--- src/rtl/rat_intr_pkg.sv ---
// Shared types for the RAT CPU flag/interrupt stage: FSM state, flag pair,
// and the minimum synchronizer depth.
package rat_intr_pkg;

  typedef enum logic {
    IDLE = 1'b0,
    ISR  = 1'b1
  } state_t;

  typedef struct packed {
    logic c;
    logic z;
  } flags_t;

  localparam int SYNC_MIN = 2;

endpackage

--- src/rtl/intr_sync.sv ---
// SYNC_STAGES-deep synchronizer for the external interrupt line. LEVEL_MODE
// selects whether int_event is the synchronized level or a rising-edge pulse.
module intr_sync
  import rat_intr_pkg::*;
#(
  parameter int SYNC_STAGES = SYNC_MIN,
  parameter bit LEVEL_MODE  = 1'b0
) (
  input  logic clk,
  input  logic rst,
  input  logic async_in,
  output logic int_event
);

  logic [SYNC_STAGES-1:0] chain_q, chain_d;
  logic                   prev_q, prev_d;

  always_comb begin
    chain_d = {chain_q[SYNC_STAGES-2:0], async_in};
    prev_d  = chain_q[SYNC_STAGES-1];
  end

  always_ff @(posedge clk or posedge rst) begin
    if (rst) begin
      chain_q <= '0;
      prev_q  <= 1'b0;
    end else begin
      chain_q <= chain_d;
      prev_q  <= prev_d;
    end
  end

  // prev_q holds the previous last-stage sample, so the edge pulse lasts one cycle
  always_comb begin
    if (LEVEL_MODE) int_event = chain_q[SYNC_STAGES-1];
    else            int_event = chain_q[SYNC_STAGES-1] & ~prev_q;
  end

endmodule

--- src/rtl/intr_flag_ctrl.sv ---
// Flag and interrupt control for the RAT CPU: C/Z flags with shadow save/restore,
// interrupt enable, and request FSM. Define INTR_LEVEL_EN for level-sensitive pending.
module intr_flag_ctrl
  import rat_intr_pkg::*;
#(
  parameter int   SYNC_STAGES = 2,
  parameter logic I_RESET_VAL = 1'b0
) (
  input  logic clk,
  input  logic rst,
  input  logic C_IN,
  input  logic Z_IN,
  input  logic FLG_C_LD,
  input  logic FLG_Z_LD,
  input  logic FLG_C_SET,
  input  logic FLG_C_CLR,
  input  logic FLG_LD_SEL,
  input  logic I_SET,
  input  logic I_CLR,
  input  logic INT_IN,
  input  logic INT_ACK,
  input  logic RETIE,
  output logic C_FLAG,
  output logic Z_FLAG,
  output logic I_FLAG,
  output logic INT_REQ,
  output logic IN_ISR
);

`ifdef INTR_LEVEL_EN
  localparam bit LEVEL_MODE = 1'b1;
`else
  localparam bit LEVEL_MODE = 1'b0;
`endif

  state_t state_q, state_d;
  flags_t flags_q, flags_d;
  flags_t shadow_q, shadow_d;
  logic   i_q, i_d;
  logic   pending_q, pending_d;
  logic   int_event;
  logic   ack_take;
  logic   retie_take;

  intr_sync #(
    .SYNC_STAGES(SYNC_STAGES),
    .LEVEL_MODE (LEVEL_MODE)
  ) u_sync (
    .clk      (clk),
    .rst      (rst),
    .async_in (INT_IN),
    .int_event(int_event)
  );

  always_ff @(posedge clk or posedge rst) begin
    if (rst) state_q <= IDLE;
    else     state_q <= state_d;
  end

  always_comb begin
    state_d = state_q;
    case (state_q)
      IDLE:    if (INT_ACK && INT_REQ) state_d = ISR;
      ISR:     if (RETIE) state_d = IDLE;
      default: state_d = IDLE;
    endcase
  end

  always_comb begin
    INT_REQ = pending_q & i_q & (state_q == IDLE);
    IN_ISR  = (state_q == ISR);
    C_FLAG  = flags_q.c;
    Z_FLAG  = flags_q.z;
    I_FLAG  = i_q;
  end

  assign ack_take   = (state_q == IDLE) & INT_ACK & INT_REQ;
  assign retie_take = (state_q == ISR) & RETIE;

  // RETIE restores everything and masks any same-cycle flag or enable strobe
  always_comb begin
    flags_d   = flags_q;
    shadow_d  = shadow_q;
    i_d       = i_q;
    pending_d = pending_q;
    if (retie_take) begin
      flags_d = shadow_q;
      i_d     = 1'b1;
    end else begin
      if (FLG_C_CLR)      flags_d.c = 1'b0;
      else if (FLG_C_SET) flags_d.c = 1'b1;
      else if (FLG_C_LD)  flags_d.c = FLG_LD_SEL ? shadow_q.c : C_IN;
      if (FLG_Z_LD)       flags_d.z = FLG_LD_SEL ? shadow_q.z : Z_IN;
      if (ack_take || I_CLR) i_d = 1'b0;
      else if (I_SET)        i_d = 1'b1;
    end
    if (ack_take) shadow_d = flags_q;
`ifdef INTR_LEVEL_EN
    pending_d = int_event;
`else
    if (int_event)     pending_d = 1'b1;
    else if (ack_take) pending_d = 1'b0;
`endif
  end

  always_ff @(posedge clk or posedge rst) begin
    if (rst) begin
      flags_q   <= '0;
      shadow_q  <= '0;
      i_q       <= I_RESET_VAL;
      pending_q <= 1'b0;
    end else begin
      flags_q   <= flags_d;
      shadow_q  <= shadow_d;
      i_q       <= i_d;
      pending_q <= pending_d;
    end
  end

endmodule

--- config.mk ---
export PLATFORM = sky130hd
export DESIGN_NAME = intr_flag_ctrl
export DESIGN_NICKNAME = d
export VERILOG_FILES = /design/src/rtl/rat_intr_pkg.sv /design/src/rtl/intr_sync.sv /design/src/rtl/intr_flag_ctrl.sv
export SDC_FILE = /design/constraint.sdc
export NUM_CORES = 1
export LEC_CHECK = 0
export BUFFER_PORTS_ARGS = -buffer_cell sky130_fd_sc_hd__buf_2
export CAP_MARGIN = 20
export CORE_AREA = 2 2 39 41
export DETAILED_ROUTE_END_ITERATION = 16
export DIE_AREA = 0 0 41 43
export GPL_TIMING_DRIVEN = 1
export SYNTH_ARGS = -nofsm -noshare
export SYNTH_HDL_FRONTEND = slang
export SYNTH_SLANG_ARGS = --single-unit
--- constraint.sdc ---
create_clock -name clk -period 1 [get_ports clk]
set_clock_uncertainty 0.05 [all_clocks]
set_input_delay 0.05 -clock clk [delete_from_list [all_inputs] [get_ports clk]]
set_output_delay 0.05 -clock clk [all_outputs]
set_load 0.05 [all_outputs]
==> results by group, run 1 <==
Status
  • Status: finished, violations left
  • Failing checks: setup timing

Critical path
  • Worst path cell trace: inv_2, and3_4, buf_8
  • Kind of start point of the critical path: flip-flop
  • Data arrival, critical path: 1.08 ns
  • Delay-heaviest family, CP: flip-flops
  • Crit-path slowest cell: dfrtp_2
  • CP max FO: 3
  • Kind of critical path: reg -> out
  • Max stage delay on crit path: 0.42 ns
  • Critical Path Sink Type: output port
  • Required time worst endpoint: 0.90 ns
  • Worst Path Buf+Inv: 2

Detailed routing
  • Post-Route WL: 958 um
  • Via Count: 376
  • First-pass iteration count of the detailed router: 4
  • DR DRC count: 0
  • Vias per inst: 4.48
  • Avg WL per Cell: 11.4 um
  • Starting DRT DRC Count: 3
  • Antenna-violating nets left: 0

Layout
  • Final Non-Filler Cells: 84
  • Layout cells sized above 1: 0.529
  • Post-route cell area: 697 sq um
  • Antenna cells: 0
  • Layout Utilization: 0.504
  • Final net count: 83
  • P&R area growth vs syn: 67.8%
  • Number of fill cells: 131

Pwr
  • Combinational fraction of design power: 0.463
  • P_sw: 0.633 mW
  • Power, Total: 1.69 mW
  • Peak supply drop: 1.37 mV
  • Pwr dens: 2420 nW/um^2
  • Switching share of power: 0.376
  • Clock share of power: 0.171
  • Cell Int Power: 1.05 mW
  • Reg power frac: 0.366
  • Leak Pwr: 0.363 nW

Logic synthesis
  • Post-Syn Instances: 36
  • Count leader, synth: dfrtp_1
  • Synth top area share: 0.602
  • Async SR Flop Fraction: 1.00
  • Number of synthesized flops with an enable pin: 0
  • Dominant synthesized flop cell: dfrtp_1
  • Post-synthesis sequential area ratio: 0.602
  • Post-Syn Area: 415 sq um
  • Post-synth top cells: 10 x dfrtp_1, 4 x inv_1
  • Netlist cell types: 15
  • Synth warn: 0
  • Number of synthesized register bits: 10
  • Syn nets: 50
  • Synth area leaders: dfrtp_1 60%, nand4b_4 5.7%, mux2_2 5.4%
  • Synthesized area per cell: 11.5 sq um
  • Post-synth top area cell: dfrtp_1

CTS
  • Clock sinks: 10
  • Total CTS buffers: 3
  • Reg clk slew, reported paths: 0.07 ns
  • CTS root buffer: clkbuf_4
  • Later-pin clock latency in the skew report: 0.27 ns
  • Htree depth: 1
  • CTS max path bufs: 2
  • CTS tree: yes

Placed design
  • Buffers on Ports: 18
  • DP Area: 546 sq um
  • GP Congestion: 0.638
  • Placed cells: 71
  • Hpwl dp: 679 um

STA
  • Final Critical Period: 1.18 ns
  • Final period utilization: 1.18
  • RSZ-0062 raised after global routing: true
  • Final setup vio count: 6
  • Maximum clock frequency: 850 MHz
  • Setup TNS Final: -0.690 ns
  • Hold Fails Final Rpt: 0
  • Setup ws final: -0.176 ns
  • Tightest Pin Transition: 0.371 ns
  • Worst rel slew slack: 0.752
  • Max Slew Vio Count: 0

GRT
  • Vias in the first global route: 400
  • First-pass GRT wire length: 1.58 mm
  • Grt ovf: 0
  • Initial antenna violation count: 0
  • Largest net degree at the start of global routing: 11
  • Overall routing resource usage: 0.138

Floorplanning
  • Starting Density: 0.300
  • CORE AREA: 1380 sq um
  • Num rows: 14
  • I/O pin count: 19
  • Die width: 41 um
  • Die area: 1760 sq um
  • DIE HEIGHT: 43 um

Hold path
  • Hold Crit Class: in -> reg

Run
  • Max Cap Viol: 0
-- through the flow --
stage               setup slack (ns)  hold WS (ns)
finish                        -0.176        0.0155
floorplan                     -0.228        -0.160
global route                  -0.224        0.0106
detailed placement            -0.117      -0.00632
global placement             -0.0710       -0.0162
CTS                           -0.176       0.00490
-- placed cells by master (no fill, tap or decap) --
cell type and count:
nand2_2 1, dfrtp_1 7, a21oi_1 3, dlygate4sd3_1 5
nand4b_4 1, or3b_1 1, o31ai_1 1, o21ai_0 3
mux2_4 2, buf_8 1, clkbuf_4 4, inv_2 1
clkbuf_1 1, nand2_4 1, a31oi_1 1, nor2_1 3
nand3b_1 1, a211o_1 1, inv_1 3, and3_4 1
dfrtp_2 3, buf_2 13, nand2_1 1, nand2b_1 1
buf_6 3, buf_4 5
-- cells by family (layout without fill, tap and decap cells) --
| kind of cell | Yosys count | count (layout) | share of synthesized area |
|---|---|---|---|
| AOI/OAI and AO/OA | 9 | 9 | 0.127 |
| buffers and inverters | 4 | 36 | 0.0361 |
| DFF | 10 | 10 | 0.602 |
| muxes | 2 | 2 | 0.0542 |
| and+or+nand+nor | 11 | 11 | 0.181 |
-- layer usage --
metal,track usage,share of wire,vias to the layer above
li1,-,-,187
met1,0.154,0.41,175
met2,0.216,0.51,14
met3,0.0942,0.081,0
met4,0.0200,0,0
met5,0,0,-
-- repair_timing --
action	CTS	global route
setup buffers	1	3
gates resized for setup	11	4
hold buffers	5	0
setup endpoints to repair	9	11
endpoints found under the hold margin	14	0
pin swaps	0	1
-- sequential cells by signal, summed over array words and instances, names as in the netlist --
name	cells
shadow_q	2
u_sync.chain_q	2
C_FLAG	1
IN_ISR	1
I_FLAG	1
Z_FLAG	1
pending_q	1
u_sync.prev_q	1
-- final timing paths --
kind | from | to | slack, ns | cells after the start
setup / recovery | IN_ISR | INT_REQ | -0.18 | 3
hold / removal | FLG_C_CLR | C_FLAG | 0.02 | 3
setup reg to reg | pending_q | shadow_q[1] | -0.13 | 3
hold reg to reg | u_sync.chain_q[0] | u_sync.chain_q[1] | 0.30 | 0
max in group asynchronous | rst | I_FLAG | 0.35 | 3
min in group asynchronous | rst | pending_q | 0.24 | 3
-- power groups by stage --
stage	logic, mW	registers (mW)	clock network, mW
finish	0.781	0.617	0.288
global route	0.833	0.634	0.331
CTS	0.708	0.613	0.301
detailed placement	0.578	0.620	0
global placement	0.567	0.623	0
floorplan	0.252	0.780	0
-- final cells by class --
| type | instances | area, sq um | area share |
|---|---|---|---|
| multi-input combinational | 22 | 173 | 0.248 |
| tap | 16 | 20.0 | 0.0287 |
| clock buffer | 4 | 26.3 | 0.0377 |
| inverter | 4 | 15.0 | 0.0215 |
| sequential | 10 | 254 | 0.364 |
| timing repair buffer | 28 | 209 | 0.300 |
-- worst min-delay path: cells and delay by family --
kind                   cells  cell delay, ns
buffers and inverters      1            0.08
AO/OA/AOI/OAI              2            0.17
No activity file was read; power rests on OpenSTA's default activity.
==> run 2: changes to the inputs <==
--- a/config.mk
+++ b/config.mk
@@ -5,12 +5,14 @@
 export SDC_FILE = /design/constraint.sdc
 export NUM_CORES = 1
 export LEC_CHECK = 0
+export ABC_AREA = 1
 export BUFFER_PORTS_ARGS = -buffer_cell sky130_fd_sc_hd__buf_2
 export CAP_MARGIN = 20
 export CORE_AREA = 2 2 39 41
 export DETAILED_ROUTE_END_ITERATION = 16
 export DIE_AREA = 0 0 41 43
 export GPL_TIMING_DRIVEN = 1
+export SETUP_SLACK_MARGIN = 0.3
 export SYNTH_ARGS = -nofsm -noshare
 export SYNTH_HDL_FRONTEND = slang
 export SYNTH_SLANG_ARGS = --single-unit
==> results by group, run 2 <==
Logic synthesis
  • Post-synth top area cell: dfrtp_1
  • Count leader, synth: nand2_1
  • Synth area leaders: dfrtp_1 59%, nand2_1 9.8%, inv_1 6.2%
  • Syn nets: 61 (+22%)
  • Multiplexer share of the synthesized area: 0 (-0.0542)
  • Post-Syn Area: 422 sq um (+1.5%)
  • Async SR Flop Fraction: 1.00 (unchanged)
  • Netlist cell types: 14 (-1)
  • Synth top area share: 0.593 (-0.00894)
  • Synthesized area per cell: 8.97 sq um (-22%)
  • Post-Synth Adder-Cell Area: 0 (unchanged)
  • Synth Area in Compound Gates: 0.110 (-0.0167)
  • Dominant synthesized flop cell: dfrtp_1
  • Synth warn: 0 (unchanged)
  • Number of synthesized flops with an enable pin: 0 (unchanged)
  • Post-Synth Simple-Gate Area: 0.226 (+0.0448)
  • Post-Syn Instances: 47 (+31%)
  • Post-synthesis sequential area ratio: 0.593 (-0.00894)
  • Post-synth top cells: 11 x nand2_1, 10 x dfrtp_1, 7 x inv_1
  • Main combinational cell family by area after synthesis: simple AND/OR/NAND/NOR gates
  • Synth Area in XOR/XNOR: 0 (unchanged)
  • Number of synthesized register bits: 10 (unchanged)

GRT
  • Grt ovf: 0 (unchanged)
  • Overall routing resource usage: 0.133 (-0.00509)
  • Initial antenna violation count: 0 (unchanged)
  • Vias in the first global route: 391 (-2.3%)
  • First-pass GRT wire length: 1.52 mm (-3.5%)
  • Largest net degree at the start of global routing: 11 (unchanged)

Critical path
  • Kind of critical path: reg -> out
  • Kind of start point of the critical path: flip-flop
  • Data arrival, critical path: 1.01 ns (-0.07 ns)
  • Critical Path Sink Type: output port
  • CP max FO: 4 (+1)
  • Crit-path slowest cell: dfrtp_2
  • Required time worst endpoint: 0.90 ns (about the same)
  • Worst Path Buf+Inv: 1 (-1)
  • Delay-heaviest family, CP: flip-flops
  • Max stage delay on crit path: 0.44 ns (+0.02 ns)
  • Worst path cell trace: nor2_4, buf_6

Pwr
  • Pwr dens: 2300 nW/um^2 (-5.1%)
  • Peak supply drop: 1.34 mV (-2.4%)
  • Leak Pwr: 0.370 nW (+2.0%)

Detailed routing
  • DR DRC count: 0 (unchanged)
  • Via Count: 421 (+12%)
  • Avg WL per Cell: 9.42 um (-17%)
  • Starting DRT DRC Count: 2 (-1)
  • Post-Route WL: 895 um (-6.6%)
  • Antenna-violating nets left: 0 (unchanged)
  • First-pass iteration count of the detailed router: 2 (-2)
  • Vias per inst: 4.43 (-1.0%)

Layout
  • Commonest non-fill, non-tap cells in the layout: 14 x buf_2, 9 x nand2_1, 6 x inv_1, 6 x dfrtp_1, 5 x buf_6
  • Layout Utilization: 0.521 (+0.0172)
  • Antenna cells: 0 (unchanged)
  • P&R area growth vs syn: 70.9%
  • Commonest non-fill, non-tap cell in the layout: buf_2
  • Final net count: 94 (+13%)
  • Regs by FF count: shadow_q: 2 flops, u_sync.chain_q: 2 flops
  • Final Non-Filler Cells: 95 (+13%)
  • Layout cells sized above 1: 0.519 (-0.0104)

Placed design
  • Hpwl dp: 634 um (-6.5%)
  • Placed cells: 84 (+18%)
  • GP Congestion: 0.686 (+7.5%)
  • Buffers on Ports: 18 (unchanged)

CTS
  • CTS root buffer: clkbuf_4
  • CTS tree: yes
  • Clock sinks: 10 (unchanged)
  • Total CTS buffers: 3 (unchanged)
  • CTS max path bufs: 2 (unchanged)
  • Reg clk slew, reported paths: 0.07 ns (about the same)
  • Later-pin clock latency in the skew report: 0.27 ns (about the same)
  • Htree depth: 1 (unchanged)

STA
  • Hold_ws: 0.00267 ns (-0.0128 ns)
  • Max Slew Vio Count: 0 (unchanged)
  • Worst rel slew slack: 0.836 (+0.0837)
  • Hold Fails Final Rpt: 0 (unchanged)
  • Final period utilization: 1.11 (-0.0696)
  • Setup TNS Final: -0.560 ns (+0.130 ns)
  • RSZ-0062 raised after global routing: true
  • Tightest Pin Transition: 0.248 ns (-0.123 ns)
  • Final setup vio count: 8 (+2)
  • Setup ws final: -0.107 ns (+0.0696 ns)
  • Maximum clock frequency: 904 MHz (+6.3%)
  • Final Critical Period: 1.11 ns (-0.0696 ns)

Hold path
  • Hold Crit Class: in -> reg

Floorplanning
  • Num rows: 14 (unchanged)
  • CORE AREA: 1380 sq um (unchanged)
  • Die width: 41 um (unchanged)
  • Die area: 1760 sq um (unchanged)
  • DIE HEIGHT: 43 um (unchanged)
  • Starting Density: 0.305 (+0.00452)
  • I/O pin count: 19 (unchanged)

Status
  • Status: finished, violations left
  • Failing checks: setup timing

Run
  • Max Cap Viol: 0 (unchanged)
## run 2: cell types whose count changed after synthesis, moves of 2 or more
cell,before,now
inv_1,4,7
o21ai_0,3,5
nand2_1,3,11
nand2_2,0,2
nand3_1,0,2
a21oi_1,3,0
mux2_2,2,0
## run 2: logic make-up after synthesis
| group | after synthesis |
|---|---|
| flip-flops | 10 |
| AND/OR/NAND/NOR | 21 |
| buffers and inverters | 8 |
| AO/OA/AOI/OAI | 8 |
## run 2: power breakdown
group          leakage, nW  switching, mW  internal [mW]  total, mW
Clock               0.0150          0.134          0.154      0.287
Combinational        0.239          0.429          0.334      0.763
Sequential           0.116         0.0875          0.517      0.604
Total                0.370          0.650           1.00       1.65
## run 2: final timing paths
| kind | start | end | slack, ns | cells past startpoint |
|---|---|---|---|---|
| setup reg to reg | IN_ISR | I_FLAG | -0.10 | 4 |
| setup / recovery | IN_ISR | INT_REQ | -0.11 | 2 |
| max in group asynchronous | rst | C_FLAG | 0.51 | 3 |
| hold reg to reg | u_sync.chain_q[0] | u_sync.chain_q[1] | 0.30 | 0 |
| hold / removal | FLG_Z_LD | Z_FLAG | 0.003 | 3 |
| min in group asynchronous | rst | u_sync.prev_q | 0.20 | 3 |
## run 2: what timing repair did
item                       CTS  global route
resized for setup            9            11
buffers inserted             2             1
gates cloned                 0             0
pin swaps                    1             2
hold endpoints to repair    14             1
setup endpoints to repair   12            22
hold buffers                 3             1
## run 2: worst register-to-register path: stages, from the launching register on
cell and delay (ns):
dfrtp_2 0.44, nor2_4 0.13, buf_6 0.12, nand2_8 0.07, a21o_2 0.19
## run 2: final cells by class
| cell class | instances | area [sq um] |
|---|---|---|
| Sequential cell | 10 | 255 |
| Tap cell | 16 | 20.0 |
| Multi-Input combinational cell | 29 | 174 |
| Clock buffer | 4 | 26.3 |
| Timing Repair Buffer | 28 | 211 |
| Fill cell | 133 | 663 |
| Inverter | 8 | 33.8 |
## run 2: metal layers
metal / vias to the layer above / share of wire / GRT usage
li1: 209 / - / -
met1: 196 / 0.40 / 0.141
met2: 14 / 0.49 / 0.200
met3: 2 / 0.10 / 0.0838
met4: 0 / 0.011 / 0.0600
met5: - / 0 / 0
## run 2: metrics by stage
step | power (mW) | worst slack (ns) | cell area (sq um)
2_1_floorplan | 0.997 | -0.435 | 439
3_3_place_gp | 1.15 | -0.0549 | 572
3_5_place_dp | 1.16 | -0.0769 | 572
4_1_cts | 1.59 | -0.103 | 674
5_1_grt | 1.78 | -0.156 | 721
6_report | 1.65 | -0.107 | 721
